[src/rtl/mem_access_if.sv]
// Data-memory port of the memory stage.
//   mem_req    request valid; address, write flag, byte enables and write data
//              are held stable while mem_req=1 and mem_ready=0.
//   mem_we     1 = write, 0 = read.
//   mem_addr   word-aligned address.
//   mem_be     byte enables (all ones for reads).
//   mem_wdata  lane-replicated write data.
//   mem_ready  memory accepts the request in this cycle.
//   mem_rvalid read data valid (one pulse per accepted read).
//   mem_rdata  read word.
// Handshake: a request transfers on a cycle where mem_req && mem_ready. A read
// then completes on a later cycle with mem_rvalid=1; there is no backpressure
// on the read response.
interface mem_access_if;
  logic        mem_req;
  logic        mem_we;
  logic [31:0] mem_addr;
  logic [3:0]  mem_be;
  logic [31:0] mem_wdata;
  logic        mem_ready;
  logic        mem_rvalid;
  logic [31:0] mem_rdata;

  modport master (
    output mem_req, mem_we, mem_addr, mem_be, mem_wdata,
    input  mem_ready, mem_rvalid, mem_rdata
  );

  modport slave (
    input  mem_req, mem_we, mem_addr, mem_be, mem_wdata,
    output mem_ready, mem_rvalid, mem_rdata
  );
endinterface

[src/rtl/mem_access.sv]
// Memory stage. Takes one executed instruction at a time from execute, performs
// byte/halfword/word loads and stores over the data-memory port and presents a
// single registered result pulse to writeback.
// Ports:
//   sys_clk, rst        clock (rising edge), asynchronous active-high reset
//   ex_*                executed instruction (valid, opcode, load/store flag,
//                       ALU result / effective address, store data, rd, reg write)
//   stall               execute must hold its outputs (ex_valid && state != IDLE)
//   mem                 data-memory port (mem_access_if.master)
//   wb_*                one-cycle result pulse to writeback
//   addr_err            misaligned access, qualified by wb_valid
//   state_dbg           FSM state: 0 = IDLE, 1 = REQ, 2 = WAIT
// An instruction is accepted in any cycle where the FSM is IDLE and ex_valid=1.
module mem_access #(
  parameter bit BIG_ENDIAN = 1'b0
) (
  input  logic        sys_clk,
  input  logic        rst,
  input  logic        ex_valid,
  input  logic [5:0]  ex_opcode,
  input  logic        ex_is_load_store,
  input  logic [31:0] ex_result,
  input  logic [31:0] ex_store_data,
  input  logic [4:0]  ex_rd,
  input  logic        ex_reg_write,
  output logic        stall,
  mem_access_if.master mem,
  output logic        wb_valid,
  output logic [31:0] wb_data,
  output logic [4:0]  wb_rd,
  output logic        wb_reg_write,
  output logic        addr_err,
  output logic [1:0]  state_dbg
);

  typedef enum logic [1:0] {IDLE = 2'd0, REQ = 2'd1, WAIT = 2'd2} state_t;

  localparam logic [1:0] SZ_BYTE = 2'd0;
  localparam logic [1:0] SZ_HALF = 2'd1;
  localparam logic [1:0] SZ_WORD = 2'd2;

  state_t state, state_nxt;

  // Decode of the incoming instruction
  logic        dec_mem, dec_load, dec_unsigned, misaligned;
  logic [1:0]  dec_size, st_lane;
  logic [3:0]  st_be;
  logic [31:0] st_wdata;

  // Access latched at accept
  logic        load_q, unsigned_q, reg_write_q;
  logic [1:0]  size_q;
  logic [31:0] addr_q, wdata_q;
  logic [3:0]  be_q;
  logic [4:0]  rd_q;

  // Load extraction
  logic [1:0]  ld_lane;
  logic [7:0]  ld_byte;
  logic [15:0] ld_half;
  logic [31:0] ld_value;

  // Opcodes outside the eight memory ops are passed through like ALU ops,
  // even if ex_is_load_store is set.
  always_comb begin
    dec_mem      = 1'b1;
    dec_load     = 1'b0;
    dec_unsigned = 1'b0;
    dec_size     = SZ_WORD;
    case (ex_opcode)
      6'b100000: begin dec_load = 1'b1; dec_size = SZ_BYTE; end
      6'b100001: begin dec_load = 1'b1; dec_size = SZ_HALF; end
      6'b100011: begin dec_load = 1'b1; dec_size = SZ_WORD; end
      6'b100100: begin dec_load = 1'b1; dec_size = SZ_BYTE; dec_unsigned = 1'b1; end
      6'b100101: begin dec_load = 1'b1; dec_size = SZ_HALF; dec_unsigned = 1'b1; end
      6'b101000: dec_size = SZ_BYTE;
      6'b101001: dec_size = SZ_HALF;
      6'b101011: dec_size = SZ_WORD;
      default:   dec_mem = 1'b0;
    endcase
    dec_mem = dec_mem & ex_is_load_store;
  end

  assign misaligned = ((dec_size == SZ_HALF) && ex_result[0]) ||
                      ((dec_size == SZ_WORD) && (ex_result[1:0] != 2'b00));

  // Big-endian reverses the byte order inside the word: lane = 3 - addr[1:0].
  assign st_lane = BIG_ENDIAN ? ~ex_result[1:0] : ex_result[1:0];

  always_comb begin
    st_be    = 4'b1111;
    st_wdata = ex_store_data;
    if (!dec_load) begin
      case (dec_size)
        SZ_BYTE: begin
          st_be    = 4'b0001 << st_lane;
          st_wdata = {4{ex_store_data[7:0]}};
        end
        SZ_HALF: begin
          st_be    = (ex_result[1] ^ BIG_ENDIAN) ? 4'b1100 : 4'b0011;
          st_wdata = {2{ex_store_data[15:0]}};
        end
        default: ;
      endcase
    end
  end

  assign ld_lane = BIG_ENDIAN ? ~addr_q[1:0] : addr_q[1:0];

  always_comb begin
    ld_byte = mem.mem_rdata[7:0];
    case (ld_lane)
      2'd1:    ld_byte = mem.mem_rdata[15:8];
      2'd2:    ld_byte = mem.mem_rdata[23:16];
      2'd3:    ld_byte = mem.mem_rdata[31:24];
      default: ;
    endcase
    ld_half = (addr_q[1] ^ BIG_ENDIAN) ? mem.mem_rdata[31:16] : mem.mem_rdata[15:0];
    case (size_q)
      SZ_BYTE: ld_value = unsigned_q ? {24'd0, ld_byte} : {{24{ld_byte[7]}}, ld_byte};
      SZ_HALF: ld_value = unsigned_q ? {16'd0, ld_half} : {{16{ld_half[15]}}, ld_half};
      default: ld_value = mem.mem_rdata;
    endcase
  end

  // FSM: state register
  always_ff @(posedge sys_clk or posedge rst) begin
    if (rst) state <= IDLE;
    else     state <= state_nxt;
  end

  // FSM: next state
  always_comb begin
    state_nxt = state;
    case (state)
      IDLE: if (ex_valid && dec_mem && !misaligned) state_nxt = REQ;
      REQ:  if (mem.mem_ready) state_nxt = load_q ? WAIT : IDLE;
      WAIT: if (mem.mem_rvalid) state_nxt = IDLE;
      default: state_nxt = IDLE;
    endcase
  end

  // FSM: outputs. mem_req is decoded from state so it drops as soon as rst rises.
  always_comb begin
    mem.mem_req = (state == REQ);
    stall       = ex_valid && (state != IDLE);
    state_dbg   = state;
  end

  assign mem.mem_we    = ~load_q;
  assign mem.mem_addr  = {addr_q[31:2], 2'b00};
  assign mem.mem_be    = be_q;
  assign mem.mem_wdata = wdata_q;

  // Latched access and writeback result
  always_ff @(posedge sys_clk or posedge rst) begin
    if (rst) begin
      load_q       <= 1'b1;
      unsigned_q   <= 1'b0;
      reg_write_q  <= 1'b0;
      size_q       <= SZ_BYTE;
      addr_q       <= '0;
      wdata_q      <= '0;
      be_q         <= '0;
      rd_q         <= '0;
      wb_valid     <= 1'b0;
      wb_data      <= '0;
      wb_rd        <= '0;
      wb_reg_write <= 1'b0;
      addr_err     <= 1'b0;
    end else begin
      wb_valid <= 1'b0;
      addr_err <= 1'b0;
      case (state)
        IDLE: if (ex_valid) begin
          if (dec_mem) begin
            load_q      <= dec_load;
            unsigned_q  <= dec_unsigned;
            size_q      <= dec_size;
            addr_q      <= ex_result;
            wdata_q     <= st_wdata;
            be_q        <= st_be;
            rd_q        <= ex_rd;
            reg_write_q <= ex_reg_write;
            if (misaligned) begin
              wb_valid     <= 1'b1;
              addr_err     <= 1'b1;
              wb_data      <= ex_result;
              wb_rd        <= ex_rd;
              wb_reg_write <= 1'b0;
            end
          end else begin
            wb_valid     <= 1'b1;
            wb_data      <= ex_result;
            wb_rd        <= ex_rd;
            wb_reg_write <= ex_reg_write;
          end
        end
        REQ: if (mem.mem_ready && !load_q) begin
          wb_valid     <= 1'b1;
          wb_data      <= addr_q;
          wb_rd        <= rd_q;
          wb_reg_write <= 1'b0;
        end
        WAIT: if (mem.mem_rvalid) begin
          wb_valid     <= 1'b1;
          wb_data      <= ld_value;
          wb_rd        <= rd_q;
          wb_reg_write <= reg_write_q;
        end
        default: ;
      endcase
    end
  end

endmodule

[src/flat_wrapper.sv]
// flat-port wrapper written by rule: the top's interface ports become plain ports
module mem_access_flat 
#(
  parameter bit BIG_ENDIAN = 1'b0
)
  (sys_clk, rst, ex_valid, ex_opcode, ex_is_load_store, ex_result, ex_store_data, ex_rd, ex_reg_write, stall, wb_valid, wb_data, wb_rd, wb_reg_write, addr_err, state_dbg, mem_mem_req, mem_mem_we, mem_mem_addr, mem_mem_be, mem_mem_wdata, mem_mem_ready, mem_mem_rvalid, mem_mem_rdata);
  mem_access_if mem_i ();
  input  logic sys_clk;
  input  logic rst;
  input  logic ex_valid;
  input  logic [5:0] ex_opcode;
  input  logic ex_is_load_store;
  input  logic [31:0] ex_result;
  input  logic [31:0] ex_store_data;
  input  logic [4:0] ex_rd;
  input  logic ex_reg_write;
  output logic stall;
  output logic wb_valid;
  output logic [31:0] wb_data;
  output logic [4:0] wb_rd;
  output logic wb_reg_write;
  output logic addr_err;
  output logic [1:0] state_dbg;
  output wire logic [$bits(mem_i.mem_req)-1:0] mem_mem_req;
  output wire logic [$bits(mem_i.mem_we)-1:0] mem_mem_we;
  output wire logic [$bits(mem_i.mem_addr)-1:0] mem_mem_addr;
  output wire logic [$bits(mem_i.mem_be)-1:0] mem_mem_be;
  output wire logic [$bits(mem_i.mem_wdata)-1:0] mem_mem_wdata;
  input wire logic [$bits(mem_i.mem_ready)-1:0] mem_mem_ready;
  input wire logic [$bits(mem_i.mem_rvalid)-1:0] mem_mem_rvalid;
  input wire logic [$bits(mem_i.mem_rdata)-1:0] mem_mem_rdata;
  assign mem_mem_req = mem_i.mem_req;
  assign mem_mem_we = mem_i.mem_we;
  assign mem_mem_addr = mem_i.mem_addr;
  assign mem_mem_be = mem_i.mem_be;
  assign mem_mem_wdata = mem_i.mem_wdata;
  assign mem_i.mem_ready = mem_mem_ready;
  assign mem_i.mem_rvalid = mem_mem_rvalid;
  assign mem_i.mem_rdata = mem_mem_rdata;
  mem_access #(.BIG_ENDIAN(BIG_ENDIAN)) u_core (.sys_clk(sys_clk), .rst(rst), .ex_valid(ex_valid), .ex_opcode(ex_opcode), .ex_is_load_store(ex_is_load_store), .ex_result(ex_result), .ex_store_data(ex_store_data), .ex_rd(ex_rd), .ex_reg_write(ex_reg_write), .stall(stall), .mem(mem_i), .wb_valid(wb_valid), .wb_data(wb_data), .wb_rd(wb_rd), .wb_reg_write(wb_reg_write), .addr_err(addr_err), .state_dbg(state_dbg));
endmodule
[config.mk]
export PLATFORM = sky130hd
export DESIGN_NAME = mem_access_flat
export DESIGN_NICKNAME = d
export VERILOG_FILES = /design/src/rtl/mem_access_if.sv /design/src/rtl/mem_access.sv /design/src/flat_wrapper.sv
export SDC_FILE = /design/constraint.sdc
export NUM_CORES = 1
export LEC_CHECK = 0
export CAP_MARGIN = 20
export CORE_MARGIN = 5
export CORE_UTILIZATION = 50
export CTS_BUF_LIST = sky130_fd_sc_hd__clkbuf_4
export DETAILED_ROUTE_END_ITERATION = 10
export PLACE_DENSITY = 0.88
export SLEW_MARGIN = 25
export SYNTH_ARGS = -nofsm -noshare
export SYNTH_HDL_FRONTEND = slang
export SYNTH_SLANG_ARGS = --single-unit
[constraint.sdc]
create_clock -name sys_clk -period 7.97 [get_ports sys_clk]
set_input_delay 1.594 -clock sys_clk [delete_from_list [all_inputs] [get_ports sys_clk]]
set_output_delay 1.594 -clock sys_clk [all_outputs]
set_load 0.005 [all_outputs]
After elaboration in Yosys (flattened, before gate mapping)

Index checks and enable logic that the tools add are counted.

Bits in registers: 120
Input port bits: 114
Output and inout bits: 113
Logic and storage cells: 108

Eq/ne operators: 22
Shift-type cells: 1
Muxes and demuxes: 46
Bitwise operators: 2
Reductions and logical operators: 23

Operator list:

| operator             | count |
|---|---|
| $mux W32             | 8 |
| $pmux W32 S2         | 2 |
| $pmux W32 S3         | 1 |
| $eq A6 B6 Y1 const B | 8 |
| $mux W5              | 5 |
| $pmux W8 S3          | 1 |
| $mux W1              | 16 |
| $mux W16             | 1 |
| $pmux W5 S3          | 1 |
| $eq A2 B1 Y1 const B | 4 |
| $eq A2 B2 Y1 const B | 4 |
| $mux W2              | 4 |
| $mux W4              | 2 |
| $pmux W4 S2          | 1 |
| $reduce_or A8 Y1     | 1 |
| $logic_and A1 B1 Y1  | 6 |
| $logic_not A2 Y1     | 3 |
| $ne A2 B1 Y1 const B | 3 |
| $pmux W1 S3          | 2 |
| $pmux W2 S3          | 1 |
| $reduce_and A3 Y1    | 2 |
| $reduce_or A3 Y1     | 2 |
| $reduce_and A5 Y1    | 1 |
| $reduce_or A5 Y1     | 1 |
| other kinds (11)     | 14 |

Longest topological paths before layout

Word-level depth: 10
Mapped depth: 9
Gate-level depth less buffers: 7

Least setup slack after synthesis

Ideal clock, no wire load.

Kind: input to output
From: in ex_valid
To: out stall
Data arrival time: 1725 ps
Data required time: 6376 ps
Path slack: 4651 ps
Stages on the path: 1
Buffers on the path: 0
Cells stage by stage: nor2b_1

Cells in the longest elaborated chain, start to end: 1

RTL lines:

| item                | line               | text |
|---|---|---|
| start: declaration  | flat_wrapper.sv:10 | `input logic ex_valid;` |
| $logic_and A1 B1 Y1 | mem_access.sv:146  | `stall = ex_valid && (state != IDLE);` |
| end: declaration    | flat_wrapper.sv:17 | `output logic stall;` |

Every way passes these cells.

Worst setup path in the final report

Same ends and word-level chain as after synthesis.

==> run metrics <==
pre-CTS worst setup slack 3.27 ns; number of global-route vias before repair 5832; nature of the critical path startpoint input pin; Pre-antenna DRT Iters 6; remaining global-route overflow 0; Clock Path Buffers 2; vias after detailed routing 5690; area share of the leading cell type in the synthesized netlist 47.3%; setup-violating endpoint count in the final report 0; count of nets after finishing 903; number of hold violations in the final report 0; PD cells 304 nW/um2; classification of the worst-slack hold path flip-flop to flip-flop; RSZ-0062 raised after global routing false; post-route DRC violation count 0; clock tree from TritonCTS done; area of the placeable core 12500 um2; Seq/Total Area, Yosys 47.7%; static power due to leakage 3.53 nW; number of antenna violations at the first check in global routing 1; number of flops mapped to enable cells by yosys 0; placed instance area 8350 um2; min cycle time layout 4.43 ns; area taken by multi-input logic gates 2810 um2; layout cell share with drive strength beyond 1 6.29%; peak supply drop 0.151 mV; number of nets still failing antenna checks after routing 0; DIE AREA 14900 um2; final wirelength 19.8 mm; maximum number of pins on one net before global-route repair 95; Inserted Clock Buffers 17; count of buffers inserted at the top-level ports 224; number of cell rows 41; final clock period utilization by the worst path 55.6%; type of destination of the critical path output pin; top cells by area, synth sky130_fd_sc_hd__dfrtp_1 47%, sky130_fd_sc_hd__mux2_1 6.8%, sky130_fd_sc_hd__buf_4 4.3%; category of the most critical setup path input pin to output pin; global router's overall resource usage 26.4%; finished layout cell area 8570 um2; Synth Register Bits 120; final sum of negative setup slack 0 ns; number of violations of the max-capacitance limit 0; Mapped Area 6300 um2; average wire per cell in the routed design 20.4 um; cell taking the most area after synthesis sky130_fd_sc_hd__dfrtp_1; drt first-iter violations 641; Slew HR 30.5%; clock root buffer sky130_fd_sc_hd__clkbuf_4; peak fanout along the critical path 5; delay contributed by the slowest stage of the critical path 0.57 ns; post-CTS setup buffer count 0; CP top delay family buffers and inverters; # IOs 227; Die Height 122 um; most used flip-flop cell after synthesis sky130_fd_sc_hd__dfrtp_1; cell-by-cell trace of the critical path clkdlybuf4s50_1, nor2b_1, clkdlybuf4s50_1; global-route wire length before repair 30.5 mm; data arrival time of the critical path 2.84 ns; number of filler instances in the final layout 940; Sink Count 120; largest clock skew in the final design 0.0173 ns; die width 122 um; mean number of vias per cell 5.88; Pins Over Slew Limit 0; library cell contributing the largest single delay on the critical path sky130_fd_sc_hd__clkdlybuf4s50_1; post-cts hold buffer count 0; cells after synthesis 613; source-to-sink clock delay at the later pin of the worst-skew pair 0.53 ns; FFs w/ async S/R, synth 100%; number of unique standard cell types used by synthesis 52; CTS H-tree depth 4; syn avg cell area 10.3 um2; setup slack of the critical path after layout 3.54 ns; post-cts resize count 0; initial core utilization 50.5%; HPWL Detailed 14.7 mm; global placement routability congestion 0.897; required time reported for the critical path endpoint 6.38 ns; Area Overhead vs Synth 36.1%; status complete, no violations; yosys warns 0; Worst Tran Pin Value 1.04 ns; Worst path most repeated cell sky130_fd_sc_hd__clkdlybuf4s50_1; maximum operating frequency 226 MHz; combined flip-flop and latch cell area 3000 um2; buffers and inverters on the worst path 2; clock transition at the registers of the reported paths 0.09 ns
-- power by group --
part	switching [mW]	internal [mW]	leakage (nW)	total (mW)
clock	0.214	0.157	0.126	0.372
sequential	0.197	0.855	1.45	1.05
combinational	0.487	0.691	1.96	1.18
total	0.898	1.70	3.53	2.60
-- cell usage after synthesis (all sizes together) (5+ instances only) --
library cell	count
a21o	5
a211oi	9
and2	7
o2bb2ai	6
mux2	52
o21ai	28
a222oi	13
mux2i	21
o22a	9
nor3	6
nand2b	6
buf	51
nor2	54
clkbuf	25
a31oi	26
a21oi	28
nand3	6
inv	10
nand2	50
a22oi	17
dfrtp	119
o31ai	16
o22ai	6
nor2b	11
-- worst register-to-register path, cell delays in order, from the launching register on --
cell and delay [ns]:
sky130_fd_sc_hd__dfrtp_1 0.44, sky130_fd_sc_hd__inv_1 0.08, sky130_fd_sc_hd__ha_1 0.90, sky130_fd_sc_hd__clkinv_1 0.99, sky130_fd_sc_hd__nor2_1 0.32, sky130_fd_sc_hd__buf_4 0.33, sky130_fd_sc_hd__a222oi_1 0.19, sky130_fd_sc_hd__a31oi_1 0.23
-- final timing paths --
| path | startpoint | endpoint | slack, ns | cells past startpoint |
|---|---|---|---|---|
| setup / recovery | ex_valid | stall | 3.54 | 3 |
| max in group asynchronous | rst | u_core.addr_q[29] | 5.11 | 3 |
| hold reg to reg | u_core.mem.mem_wdata[27] | u_core.mem.mem_wdata[27] | 0.48 | 2 |
| min in group asynchronous | rst | u_core.wb_data[23] | 1.54 | 2 |
| setup reg to reg | u_core.state_dbg[0] | u_core.wb_data[22] | 4.42 | 7 |
| hold / removal | u_core.mem.mem_wdata[27] | u_core.mem.mem_wdata[27] | 0.48 | 2 |
-- cell families (layout without fill, tap and decap cells) --
group | Yosys count | count (layout) | synth area share, %
AO/OA/AOI/OAI | 175 | 175 | 19.6
adder cells (fa/ha/maj) | 4 | 4 | 0.795
buffers and inverters | 88 | 269 | 7.85
flip-flops | 120 | 120 | 47.7
multiplexers | 74 | 74 | 13.0
other | 1 | 3 | 0.0595
AND/OR/NAND/NOR | 151 | 151 | 11.0
-- through the flow --
| stage | utilization (%) | total power [mW] | instances | hold slack (ns) |
|---|---|---|---|---|
| after floorplan | - | 1.62 | 614 | 0.464 |
| after global placement | 67.0 | 2.19 | 938 | 0.462 |
| after detailed placement | 67.0 | 2.24 | 938 | 0.466 |
| after CTS | 68.7 | 2.61 | 967 | 0.487 |
| after global routing | 68.7 | 2.76 | 968 | 0.506 |
| final | 68.7 | 2.60 | 968 | 0.484 |
-- layer usage --
metal,up-vias,track usage [%],part of all wire (%)
li1,2552,-,-
met1,2732,31.4,38
met2,347,42.4,47
met3,59,10.1,11
met4,0,12.2,3.7
met5,-,0,0
-- flip-flops by register name, summed over array words and instances (netlist names) --
signal / count
u_core.addr_q: 32
u_core.mem.mem_wdata: 32
u_core.wb_data: 32
u_core.rd_q: 5
u_core.wb_rd: 5
u_core.mem.mem_be: 4
u_core.size_q: 2
u_core.state_dbg: 2
u_core.addr_err: 1
u_core.load_q: 1
u_core.reg_write_q: 1
u_core.unsigned_q: 1
u_core.wb_reg_write: 1
u_core.wb_valid: 1
-- cell type report --
| cell class | instances | area share [%] |
|---|---|---|
| Sequential cell | 120 | 35.1 |
| Multi-Input combinational cell | 406 | 32.8 |
| Timing Repair Buffer | 228 | 26.5 |
| Tap cell | 172 | 2.51 |
| Clock buffer | 21 | 1.84 |
| Clock inverter | 8 | 0.686 |
| Inverter | 12 | 0.555 |
| Antenna cell | 1 | 0.0292 |
-- cell usage in the layout (no fill, tap or decap), types with 6 or more instances in the layout --
master                            count
sky130_fd_sc_hd__nor2_1              54
sky130_fd_sc_hd__a222oi_1            13
sky130_fd_sc_hd__mux2_2              14
sky130_fd_sc_hd__o21ai_0             27
sky130_fd_sc_hd__nand2_1             50
sky130_fd_sc_hd__o31ai_1             16
sky130_fd_sc_hd__clkdlybuf4s50_1    224
sky130_fd_sc_hd__a21oi_1             28
sky130_fd_sc_hd__o22a_1               9
sky130_fd_sc_hd__mux2_1              38
sky130_fd_sc_hd__clkbuf_4            21
sky130_fd_sc_hd__a211oi_1             8
sky130_fd_sc_hd__mux2i_1             21
sky130_fd_sc_hd__nor3_1               6
sky130_fd_sc_hd__o2bb2ai_1            6
sky130_fd_sc_hd__a31oi_1             26
sky130_fd_sc_hd__inv_1                9
sky130_fd_sc_hd__dfrtp_1            119
sky130_fd_sc_hd__clkinv_1             7
sky130_fd_sc_hd__and2_1               7
sky130_fd_sc_hd__nand2b_1             6
sky130_fd_sc_hd__nor2b_1             11
sky130_fd_sc_hd__a22oi_1             17
(Power assumes the default switching activity.)
